<file path="src/rtl/arb_mux_rr.sv">
// N-way WIDTH-bit registered selector with valid/ready handshake and round-robin or
// fixed-priority arbitration. Optional forced selection via `define ARB_MUX_FORCE_SEL_EN.
module arb_mux_rr #(
  parameter int unsigned WIDTH   = 5,
  parameter int unsigned N       = 4,
  parameter int unsigned SEL_W   = 2,
  parameter int unsigned RR_MODE = 1
) (
  input  logic               clk,
  input  logic               rst_n,
  input  logic [N-1:0]       in_valid,
  input  logic [N*WIDTH-1:0] in_data,
  output logic [N-1:0]       in_ready,
  output logic               out_valid,
  output logic [WIDTH-1:0]   out_data,
  output logic [SEL_W-1:0]   out_src,
  input  logic               out_ready
`ifdef ARB_MUX_FORCE_SEL_EN
  ,
  input  logic               force_en,
  input  logic [SEL_W-1:0]   force_sel
`endif
);

  logic               out_valid_q;
  logic [WIDTH-1:0]   out_data_q;
  logic [SEL_W-1:0]   out_src_q;
  logic [SEL_W-1:0]   rr_ptr_q;
  logic [SEL_W-1:0]   rr_ptr_d;

  logic               load_en;
  logic               grant_any;
  logic [SEL_W-1:0]   grant_idx;
  logic [N-1:0]       grant;
  logic [WIDTH-1:0]   sel_data;
  logic               transfer;
  logic               ptr_upd_en;

  assign load_en = !out_valid_q || out_ready;

  // Scan from rr_ptr (round-robin) or from 0 (fixed priority); first requester wins.
  always_comb begin
    int unsigned idx;
    idx       = 0;
    grant_any = 1'b0;
    grant_idx = '0;
    for (int unsigned k = 0; k < N; k++) begin
      idx = k;
      if (RR_MODE != 0) begin
        idx = 32'(rr_ptr_q) + k;
        if (idx >= N) idx = idx - N;
      end
      if (!grant_any && in_valid[idx]) begin
        grant_any = 1'b1;
        grant_idx = SEL_W'(idx);
      end
    end
`ifdef ARB_MUX_FORCE_SEL_EN
    // Forced selection bypasses arbitration; an out-of-range index grants nothing.
    if (force_en) begin
      grant_any = 1'b0;
      grant_idx = '0;
      for (int unsigned i = 0; i < N; i++) begin
        if (force_sel == SEL_W'(i) && in_valid[i]) begin
          grant_any = 1'b1;
          grant_idx = SEL_W'(i);
        end
      end
    end
`endif
  end

  always_comb begin
    grant    = '0;
    sel_data = '0;
    for (int unsigned i = 0; i < N; i++) begin
      grant[i] = grant_any && (grant_idx == SEL_W'(i));
      if (grant[i]) sel_data = in_data[i*WIDTH +: WIDTH];
    end
  end

  assign in_ready = load_en ? grant : '0;
  assign transfer = load_en && grant_any;

`ifdef ARB_MUX_FORCE_SEL_EN
  assign ptr_upd_en = transfer && !force_en;
`else
  assign ptr_upd_en = transfer;
`endif

  // Wrap explicitly so a non-power-of-2 N never reaches indices >= N.
  assign rr_ptr_d = (grant_idx == SEL_W'(N - 1)) ? '0 : grant_idx + 1'b1;

  always_ff @(posedge clk or negedge rst_n) begin
    if (!rst_n) begin
      out_valid_q <= 1'b0;
      out_data_q  <= '0;
      out_src_q   <= '0;
      rr_ptr_q    <= '0;
    end else begin
      if (load_en) out_valid_q <= transfer;
      if (transfer) begin
        out_data_q <= sel_data;
        out_src_q  <= grant_idx;
      end
      if (ptr_upd_en) rr_ptr_q <= rr_ptr_d;
    end
  end

  assign out_valid = out_valid_q;
  assign out_data  = out_data_q;
  assign out_src   = out_src_q;

endmodule
</file>
<file path="config.mk">
export PLATFORM = sky130hd
export DESIGN_NAME = arb_mux_rr
export DESIGN_NICKNAME = d
export VERILOG_FILES = /design/src/rtl/arb_mux_rr.sv
export SDC_FILE = /design/constraint.sdc
export NUM_CORES = 1
export LEC_CHECK = 0
export BUFFER_PORTS_ARGS = -buffer_cell sky130_fd_sc_hd__buf_4
export CAP_MARGIN = 40
export CORE_MARGIN = 3
export CORE_UTILIZATION = 44
export DETAILED_ROUTE_END_ITERATION = 16
export PLACE_DENSITY = 0.85
export SETUP_SLACK_MARGIN = 0.3
export SYNTH_ARGS = -nofsm -noshare
export SYNTH_HDL_FRONTEND = slang
export SYNTH_SLANG_ARGS = --single-unit
</file>
<file path="constraint.sdc">
create_clock -name clk -period 2.6 [get_ports clk]
set_input_delay 0.13 -clock clk [delete_from_list [all_inputs] [get_ports clk]]
set_output_delay 0.13 -clock clk [all_outputs]
set_load 0.01 [all_outputs]
</file>
After elaboration in Yosys (flattened, before gate mapping)
Index checks and enable logic that the tools add are counted.
{ "totals": {"regBits": 10, "in_bits": 27} }
{ "op_classes": {"n_addsub": 8, "n_lt_le_gt_ge": 8, "eq_ne": 3, "n_mux": 26, "reduce_logical": 14} }
{ "ops": {"columns": ["op", "n"], "rows": [
  ["$lt 32x3->1 const B", 4],
  ["$mux 32", 4],
  ["$mux 5", 4],
  ["$sub 3x3->4 const B", 3],
  ["$mux 2", 5],
  ["$ge 3x3->1 const B", 3],
  ["$bmux 1 s2", 4],
  ["$logic_and 1x1->1", 8],
  ["$mux 1", 8],
  ["$add 2x2->3 const B", 2],
  ["$eq 2x2->1 const B", 2],
  ["$logic_not 1->1", 4],
  ["$mux 4", 1],
  ["$sub 2x3->4 const B", 1],
  ["$add 2x1->3 const B", 1],
  ["$ge 2x3->1 const B", 1],
  ["$add 2x1->2 const B", 1],
  ["$eq 2x1->1 const B", 1],
  ["$logic_not 2->1", 1],
  ["$logic_or 1x1->1", 1]
]} }

Depth between registers and ports, before layout
{ "depth": {"depth_word": 20, "depth_mapped": 8} }

Worst setup path before layout
OpenSTA, ideal clock, no wires.
{ "synth_timing": {"path_kind": "register -> register", "start": "register rr_ptr_q[1]", "end": "register out_data_q[1] (netlist: out_data[1])", "setup_ns": 0.082, "arrival_ns": 1.980, "required_time_ns": 2.518, "setup_slack_ns": 0.538, "path_stages_with_launch": 8, "period_less_slack_ns": 2.062, "cell_sequence": "dfrtp_1 -> nand2b_1 -> and3_1 -> or3_1 -> ha_1 -> clkbuf_1 -> a221o_1 -> a31oi_1"} }
{ "synth_via": {"elab_chain_len": 20, "word_cells_on_any_way": 50, "classes_between": "7 x add/sub; 4 x order compare; 3 x eq/ne; 24 x mux; 12 x reduce/logical"} }
{ "synth_rtl": {"columns": ["element", "line", "source"], "rows": [
  ["from (decl)", "28", "logic [SEL_W-1:0] rr_ptr_q;"],
  ["from (signal assigned)", "106", "if (ptr_upd_en) rr_ptr_q <= rr_ptr_d;"],
  ["parallel branches: the longest is 20 deep, another holds $sub 3x3->4", null, null],
  ["to (signal assigned)", "103", "out_data_q <= sel_data;"],
  ["to (decl)", "26", "logic [WIDTH-1:0] out_data_q;"]
]} }
Parallel ways; which one is timed is not known. The select of a mux whose other input is x is not followed.
A chain may end at the register's enable or synchronous reset.

Worst setup path in the final report
{ "layout_timing": {"start": "register rr_ptr_q[1]", "end": "output in_ready[2]"} }
{ "layout_via": {"elab_chain_len": 17, "word_cells_on_any_way": 40, "classes_between": "7 x add/sub; 4 x order compare; 1 x eq/ne; 21 x mux; 7 x reduce/logical"} }
{ "layout_rtl": {"columns": ["element", "line", "source"], "rows": [
  ["parallel branches: the longest is 15 deep, another holds $sub 3x3->4", null, null],
  ["$logic_and 1x1->1 *", "77", "grant[i] = grant_any && (grant_idx == SEL_W'(i));"],
  ["$mux 4 *", "82", "assign in_ready = load_en ? grant : '0;"],
  ["to (decl)", "13", "output logic [N-1:0] in_ready,"]
]} }
Mark *: on every way between the ends. The select of a mux whose other input is x is not followed.

==> results.md <==
- Die width: 47.17 um
- Commonest cells post-synth: a21oi_1, dfrtp_1, nand2_1
- Setup CP Type: reg2out
- Post-Synthesis Cells: 87
- # rows: 14
- Setup Skew: 0.003944 ns
- Largest stage delay on the critical path: 0.42 ns
- Total length of routed wires: 2161 um
- Post-synth top area share: 33.56%
- Largest cells by area after synthesis: dfrtp_1, a21oi_1, a221o_1
- Crit. End Element: output port
- Hold Path Depth: 3
- Leak: 0.0005088 uW
- Routed wire per std cell: 15.33 um
- WP data required: 2.47 ns
- Final hold slack: 0.1028 ns
- CTS clk-pin slew, worst paths: 0.06 ns
- Worst slew margin: 69.24%
- CP Launch Type: register
- Initial antenna violation count: 0
- Worst R2R End: out_data[4]
- Async SR Flop Fraction: 100.0%
- CTS tree: yes
- Num CTS Buffers: 3
- Min-delay src: in_valid[0]
- Post-synthesis cell area: 745.7 um2
- Final Cycle Share: 84.12%
- Final setup viols: 0
- Worst R2R Start: rr_ptr_q[1]
- Max Slew Vio Count: 0
- Max clock buf depth: 2
- PwrDens: 790.9 nW/um2
- Vias per inst: 5.957
- Worst Tran Pin Value: 0.4597 ns
- Post-synth EDFFs: 0
- Vias in the first global route: 762
- Synthesized Nets: 118
- # DRC: 0
- Most common cell in the netlist: a21oi_1
- Grt ovf: 0
- Htree depth: 1
- Warnings, synthesis: 0
- Antenna-violating nets left: 0
- Area leader, netlist: dfrtp_1
- Status: completed
- GRT Util Overall: 21.27%
- DPL Wire Length: 1711 um
- Layout area overhead: 44.80%
- Predominant post-synthesis flop cell: dfrtp_1
- Root buffer cell: clkbuf_4
- CP Max Fanout: 11
- Number of synthesized register bits: 10
- First-pass DRT Iterations: 4
- Reg2reg setup slack: 0.50 ns
- R2R depth: 6
- Fmax: 0.4572 GHz
- Initial DRC Count: 25
- Vias: 840
- Buffers added on ports: 38
- CP most frequent cell: and3_1
- N_diodes: 0
- Core area: 1559 um2
- Nets: 158
- Layout cells sized above 1: 39.20%
- IO Count: 39
- Worst VDD drop: 0.3797 mV
- Clk Latency, worst-skew pair: 0.28 ns
- CTS sink count: 10
- Hold EP: out_valid
- CP arrival: 2.06 ns
- CP cell instances: nand2b_1 > and3_1 > or3_1 > ha_2 > and3_1 > buf_4
- Netlist cell types: 28
- DIE AREA: 2225 um2
- Placer Congestion: 0.7861
- Max cap viols: 0
- Largest net degree at the start of global routing: 13
- RSZ-0062 raised after global routing: no
- Hold Fails Final Rpt: 0
- Crit path time final: 2.187 ns
- Initial Util: 47.83%
- Min-delay worst type: in2reg
- Slowest CP cell: dfrtp_1
- First-pass GRT wire length: 3353 um
- Setup_tns: 0 ns
- Syn avg cell area: 8.571 um2
- CP startpoint: rr_ptr_q[1]
- Die height: 47.17 um
- Seq/Total Area, Yosys: 33.56%
==> cells by family (layout without fill, tap and decap cells) <==
logic type / after synthesis / after routing / share of synthesized area, %
buf+inv: 10 / 48 / 6.040
mux: 1 / 1 / 1.510
fa+ha+maj: 4 / 4 / 6.712
compound gates: 30 / 30 / 26.51
simple gates: 32 / 32 / 25.67
flops: 10 / 10 / 33.56
==> cell usage in the layout (no fill, tap or decap) <==
master / count
a221o_1: 5
o41ai_1: 1
or4_4: 1
nor2_1: 1
and3_1: 5
nor4_2: 1
o31ai_1: 1
buf_4: 39
inv_1: 5
dfrtp_1: 10
o21ai_1: 1
nor3_2: 1
clkbuf_4: 3
dlygate4sd3_1: 1
a31o_1: 1
nor3_1: 1
nand2_1: 10
nand3b_1: 5
mux2_1: 1
o31a_1: 1
a21oi_1: 11
a21o_1: 1
nor2b_1: 1
or3_1: 2
o21ai_0: 3
a31oi_1: 5
ha_2: 4
nor3b_1: 1
nand4b_1: 1
nand2b_1: 2
==> metrics by stage <==
step	util [%]	area, um2	setup WS [ns]	std cells	power (uW)
after floorplan	-	745.7	0.5378	87	534.4
after global placement	66.21	1032	0.5225	137	706.6
after detailed placement	66.21	1032	0.4155	137	727.5
after CTS	68.30	1065	0.3451	141	837.5
after global routing	69.26	1080	0.3105	141	920.8
final	69.26	1080	0.4130	141	854.0
==> layout make-up <==
type | count | area (um2)
Timing Repair Buffer | 40 | 302.8
Fill cell | 124 | 479.2
Sequential cell | 10 | 250.2
Inverter | 5 | 18.77
Multi-Input combinational cell | 67 | 465.4
Clock buffer | 3 | 22.52
Tap cell | 16 | 20.02
==> routing by layer <==
| metal | part of all wire, % | track usage (%) |
|---|---|---|
| met5 | 0 | 0 |
| met2 | 50 | 34.42 |
| met1 | 42 | 28.05 |
| met4 | 2.2 | 9.945 |
| met3 | 5.9 | 2.299 |
==> power breakdown <==
group	leakage, uW	switching, uW	internal (uW)
combinational	0.000381	236	252
clock	0.0000138	56.1	53.7
sequential	0.000114	43.8	213
total	0.000509	336	518
==> timing repair <==
action / in CTS / in global routing
hold buffers: 1 / 0
buffers inserted: 0 / 0
endpoints found under the hold margin: 10 / 0
resized for setup: 0 / 5
endpoints found under the setup margin: 0 / 9
==> critical path: cells and delay by family (launching register included) <==
family                   cells  cell delay, ns
adder cells (fa/ha/maj)      1            0.27
buffers and inverters        1            0.14
AND/OR/NAND/NOR              4            0.96
flip-flops                   1            0.42
==> worst max path at each step <==
stage / slack, ns / endpoint / cells past startpoint
4_1_cts: 0.35 / in_ready[2] / 6
5_1_grt: 0.31 / in_ready[2] / 6
2_1_floorplan: 0.54 / out_data[1] / 7
6_report: 0.41 / in_ready[2] / 6
3_3_place_gp: 0.52 / out_data[3] / 6
3_5_place_dp: 0.42 / out_data[3] / 7
==> state kept, by name, indices dropped and copies added, names as in the netlist <==
name	cells
rr_ptr_q	2
out_data	5
out_valid	1
out_src	2
Power figures use the tool's default switching activity.
